==> src/rtl/fetch_queue.sv <==
// fetch_queue
//   Instruction fetch stage between the program counter and decode. Reads the
//   synchronous instruction ROM at the current PC, tags each returned word with
//   its address and buffers it in a small FIFO feeding decode over valid/ready.
//   The PC is only advanced (next_flag) when a fetch is actually issued or when
//   a jump redirect has to be loaded.
//
//   Optional feature macro: FETCH_BYPASS_EN
//     defined   : a ROM response arriving while the queue is empty is presented
//                 to decode in its return cycle (issue->valid latency 1).
//     undefined : every word goes through the queue registers (latency 2).
//
//   Ports
//     clk         clock, all state on rising edge
//     reset       asynchronous active-low reset
//     prog_ctr    current PC value
//     next_flag   advance / load enable to the PC
//     flush       decode takes an absolute jump this cycle
//     halt_req    stop issuing new fetches
//     halted      stopped with nothing queued or in flight
//     imem_rd     ROM read strobe
//     imem_addr   ROM address (always equals prog_ctr)
//     imem_data   ROM data, valid the cycle after imem_rd
//     inst_valid  head entry valid
//     inst_ready  decode accepts head
//     inst_out    head instruction
//     inst_pc     address of head instruction
module fetch_queue #(
    parameter int D     = 12,
    parameter int W     = 9,
    parameter int DEPTH = 2
) (
    input  logic         clk,
    input  logic         reset,
    input  logic [D-1:0] prog_ctr,
    output logic         next_flag,
    input  logic         flush,
    input  logic         halt_req,
    output logic         halted,
    output logic         imem_rd,
    output logic [D-1:0] imem_addr,
    input  logic [W-1:0] imem_data,
    output logic         inst_valid,
    input  logic         inst_ready,
    output logic [W-1:0] inst_out,
    output logic [D-1:0] inst_pc
);

    localparam int AW = $clog2(DEPTH);
    localparam int CW = $clog2(DEPTH) + 1;
    localparam logic [CW:0] DEPTH_C = (CW+1)'(DEPTH);

    typedef struct packed {
        logic [D-1:0] pc;
        logic [W-1:0] inst;
    } entry_t;

    typedef enum logic {RUN = 1'b0, STOP = 1'b1} state_t;

    state_t                 state_q, state_d;
    entry_t [DEPTH-1:0]     mem_q;
    logic   [AW-1:0]        rptr_q, wptr_q;
    logic   [CW-1:0]        count_q;
    logic                   inflight_q;
    logic   [D-1:0]         tag_q;

    logic                   q_empty;
    logic                   byp;
    logic                   pop;
    logic                   q_pop;
    logic                   push;
    logic                   issue;
    logic   [CW:0]          occ;

    assign q_empty = (count_q == '0);

`ifdef FETCH_BYPASS_EN
    // Response goes straight to decode only when nothing older is queued.
    assign byp = inflight_q & q_empty & ~flush;
`else
    assign byp = 1'b0;
`endif

    assign inst_valid = ~q_empty | byp;
    assign pop        = inst_valid & inst_ready;
    // A pop under flush is not a queue pop: the whole queue is discarded anyway.
    assign q_pop      = pop & ~q_empty & ~flush;
    // A bypassed word that decode takes immediately never occupies an entry.
    assign push       = inflight_q & ~flush & ~(byp & inst_ready);

    // Occupancy a new issue would see once its data returns: the slot freed by
    // this cycle's pop is already usable, giving one fetch per cycle.
    assign occ = {1'b0, count_q} + (CW+1)'(inflight_q) - (CW+1)'(pop);

    always_comb begin
        state_d   = state_q;
        issue     = 1'b0;
        next_flag = 1'b0;
        case (state_q)
            RUN:     if (halt_req)  state_d = STOP;
            STOP:    if (!halt_req) state_d = RUN;
            default: state_d = RUN;
        endcase
        // Gated by reset so the PC is never told to move while held in reset.
        issue     = reset & (state_q == RUN) & ~flush & (occ < DEPTH_C);
        next_flag = issue | (reset & flush);
    end

    assign imem_rd   = issue;
    assign imem_addr = prog_ctr;
    assign halted    = (state_q == STOP) & q_empty & ~inflight_q;

    assign inst_out  = byp ? imem_data : mem_q[rptr_q].inst;
    assign inst_pc   = byp ? tag_q     : mem_q[rptr_q].pc;

    always_ff @(posedge clk or negedge reset) begin
        if (!reset) begin
            state_q    <= RUN;
            mem_q      <= '0;
            rptr_q     <= '0;
            wptr_q     <= '0;
            count_q    <= '0;
            inflight_q <= 1'b0;
            tag_q      <= '0;
        end else begin
            state_q    <= state_d;
            // issue is already suppressed by flush, so this also drops the
            // in-flight response on a redirect.
            inflight_q <= issue;
            if (issue) tag_q <= prog_ctr;
            if (flush) begin
                count_q <= '0;
                rptr_q  <= '0;
                wptr_q  <= '0;
            end else begin
                if (push) begin
                    mem_q[wptr_q] <= '{pc: tag_q, inst: imem_data};
                    wptr_q        <= wptr_q + AW'(1);
                end
                if (q_pop) rptr_q <= rptr_q + AW'(1);
                count_q <= count_q + CW'(push) - CW'(q_pop);
            end
        end
    end

endmodule

==> config.mk <==
export PLATFORM = sky130hd
export DESIGN_NAME = fetch_queue
export DESIGN_NICKNAME = d
export VERILOG_FILES = /design/src/rtl/fetch_queue.sv
export SDC_FILE = /design/constraint.sdc
export NUM_CORES = 1
export LEC_CHECK = 0
export ABC_AREA = 1
export BUFFER_PORTS_ARGS = -buffer_cell sky130_fd_sc_hd__buf_2
export CAP_MARGIN = 0
export CORE_MARGIN = 8
export CORE_UTILIZATION = 49
export DETAILED_ROUTE_END_ITERATION = 6
export MAX_ROUTING_LAYER = met4
export PLACE_DENSITY = 0.73
export SYNTH_ARGS = -nofsm -noshare
export SYNTH_HDL_FRONTEND = slang
export SYNTH_SLANG_ARGS = --single-unit
==> constraint.sdc <==
create_clock -name clk -period 3 [get_ports clk]
set_input_delay 0.75 -clock clk [delete_from_list [all_inputs] [get_ports clk]]
set_output_delay 0.75 -clock clk [all_outputs]
set_load 0.01 [all_outputs]
==> results.toml <==
[finish]
n_antenna_cell = 0
fin_cells = 477
final_core_util = 0.590
drive_above_1_share = 0.306
final_design_area_no_fill_um2 = 3430
fin_nets = 427
areaGrowthSynthToFinish_pct = 18.0

[timing]
period_needed_ns = 3.00
finalSetupViolations = 1
finClkSkew_ns = 0.00705
fmax_mhz = 333
worstMarginPinSlew_ns = 0.772
min_period_over_period = 1.00
timing_hold_violations_final = 0
drv_slew = 0
rsz0062_at_grt = "yes"
maxSlewHeadroom = 0.485
worst_slack_ns = -0.00381

[setup_path]
crit_path_start_kind = "input port"
cp.arrival_ns = 2.25
worst-path-max-fanout = 3
cpPeakStageDelay_ns = 0.55
cp_num_buf_inv = 4
required_ns = 2.25
critPathKind = "input port to primary output"
reg2reg_from = "count_q[0]"
path_cells = "buf_6 -> inv_2 -> nor2_4 -> ha_4 -> inv_2 -> nand2_2 -> fa_1 -> nand2_2 -> nor2_8 -> nand2_4 -> nand2_1 -> buf_2"
critPathLaunch = "inst_ready"
crit_family = "adder cells"
crit_path_end_kind = "primary output"
critPathSlowestCell = "fa_1"

[pwr]
power_density_nw_per_um2 = 716
p_leak_nw = 1.93
ir_drop_mv = 0.277
total_power_mw = 2.46

[global_route]
grt_max_degree = 60
gr-total-overflow = 0
grt_pass1_vias = 2345
grt_pass1_wl_um = 10500
antenna_found_initial = 0
grt_util_all_layers = 0.153

[status]
status = "finished, violations left"
violations = "negative setup slack"

[drt]
drc = 0
viasPerCell = 4.68
first_iter_violations = 130
firstDrtPassIters = 4
num_vias = 2230
wl_per_cell_um = 12.7
wl_um = 6040
antenna_left = 0

[min_path]
min_path_type = "input port to async pin"

[placement]
post_dp_cell_area_um2 = 3140
dp_hpwl_um = 3960
gp_congestion = 0.833
portBuffers = 62
dp.cells = 455
place_ws_ns = -0.108

[run]
drv_cap = 0

[cts]
root_buffer = "clkbuf_8"
clk_latency_ns = 0.32
cts.sinks = 60
postCtsHoldBufs = 0
path_clk_slew_ns = 0.06
clock_path_buffers = 2
cts_tree = "yes"
htree_levels = 3
numCtsBuffers = 9

[yosys]
avgSynthCellArea_um2 = 8.58
synth_cell_types = 19
synth_top_area_frac = 0.516
synth_cells = 339
syn_area_um2 = 2910
async_reset_ff_frac = 1.00
synthTopCellsByArea = "dfrtp_1 (52%), nand2_1 (19%), o21ai_2 (5.1%)"
ys.warnings.count = 0
seq_area_frac_synth = 0.516
synth_seq_cells = 60
synthTopCellsByCount = "nand2_1 (145), dfrtp_1 (60), inv_1 (33), o21ai_1 (25), o21ai_2 (17)"
syn_nets = 369
synth_top_area_cell = "dfrtp_1"
synthMostInstantiatedCell = "nand2_1"
synth_edf_count = 0
synthFlopType = "dfrtp_1"

[die]
fp.dieW_um = 93.1
die_y_um = 93.1
dieArea_um2 = 8660
ios = 63
rows = 28
core_area_um2 = 5820
initial_core_util = 0.500
-- where the power goes --
group | switching [mW] | leakage [nW] | internal (mW)
Sequential | 0.104 | 0.783 | 1.00
Clock | 0.307 | 0.0983 | 0.404
Combinational | 0.379 | 1.05 | 0.264
-- cell usage in the layout, fill, tap and decap left out --
| cell | instances |
|---|---|
| buf_2 | 60 |
| buf_4 | 12 |
| buf_6 | 2 |
| bufinv_16 | 1 |
| clkbuf_8 | 10 |
| clkinv_2 | 2 |
| clkinv_4 | 1 |
| clkinvlp_4 | 2 |
| dfrtp_1 | 58 |
| dfrtp_2 | 2 |
| fa_1 | 1 |
| ha_1 | 2 |
| ha_4 | 1 |
| inv_1 | 30 |
| inv_2 | 3 |
| inv_4 | 1 |
| nand2_1 | 143 |
| nand2_2 | 2 |
| nand2_4 | 2 |
| nand3_1 | 15 |
| nand3_4 | 1 |
| nand3b_4 | 1 |
| nor2_1 | 4 |
| nor2_4 | 2 |
| nor2_8 | 1 |
| nor3_1 | 1 |
| o21ai_1 | 25 |
| o21ai_2 | 17 |
-- timing repair --
item / in CTS / in global routing
setup buffers: 3 / 3
setup endpoints to repair: 2 / 2
resized for setup: 9 / 4
pin swaps: 2 / 5
-- worst reg2reg max path, cell delays in order, from the launching register on --
cell and delay [ns]:
dfrtp_2 0.44, nor2_4 0.15, nor2_4 0.05, ha_4 0.20, inv_2 0.05, nand2_2 0.05, fa_1 0.55, nand2_2 0.09
nor2_8 0.10, buf_4 0.11, buf_4 0.16, nand3_1 0.09, nand2_1 0.07
-- routing by layer --
layer  vias to the layer above  track usage  share of wire
met3                        12       0.0361          0.058
met2                        66        0.243           0.45
met5                         -            -              0
met1                       999        0.181           0.47
li1                       1153            -              -
met4                         0       0.0725          0.021
-- final cells by class --
cell class / instances / area (um2)
clock buffer: 10 / 138
clock inverter: 6 / 63.8
fill: 537 / 2380
inverter: 34 / 130
multi-input combinational: 218 / 1090
sequential: 60 / 1500
tap: 75 / 93.8
timing repair buffer: 74 / 413
-- through the flow --
step / TNS [ns] / hold WS [ns]
4_1_cts: -0.0285 / 0.211
3_5_place_dp: -0.189 / 0.461
3_3_place_gp: -0.0468 / 0.455
6_report: -0.00381 / 0.224
2_1_floorplan: 0 / 0.442
5_1_grt: -0.193 / 0.210
-- kinds of logic (layout without fill, tap and decap cells) --
group	Yosys count	after routing	synth area share
buffers and inverters	61	124	0.120
adder cells (fa/ha/maj)	4	4	0.0198
AO/OA/AOI/OAI	42	42	0.0942
flip-flops	60	60	0.516
AND/OR/NAND/NOR	172	172	0.250
-- state kept, by name, summed over array words and instances, names as in the netlist --
name and cells:
inflight_q 1, mem_q 42, state_q 1, count_q 2, wptr_q 1, tag_q 12, rptr_q 1
-- worst paths after layout --
path	end	cells after the start	slack (ns)
min reg2reg	tag_q[4]	2	0.48
min in group clk	tag_q[4]	2	0.48
min	inflight_q	1	0.22
max	next_flag	12	-0.004
max in group asynchronous	count_q[0]	2	1.82
max reg2reg	tag_q[2]	12	0.82
(Power assumes the default switching activity.)
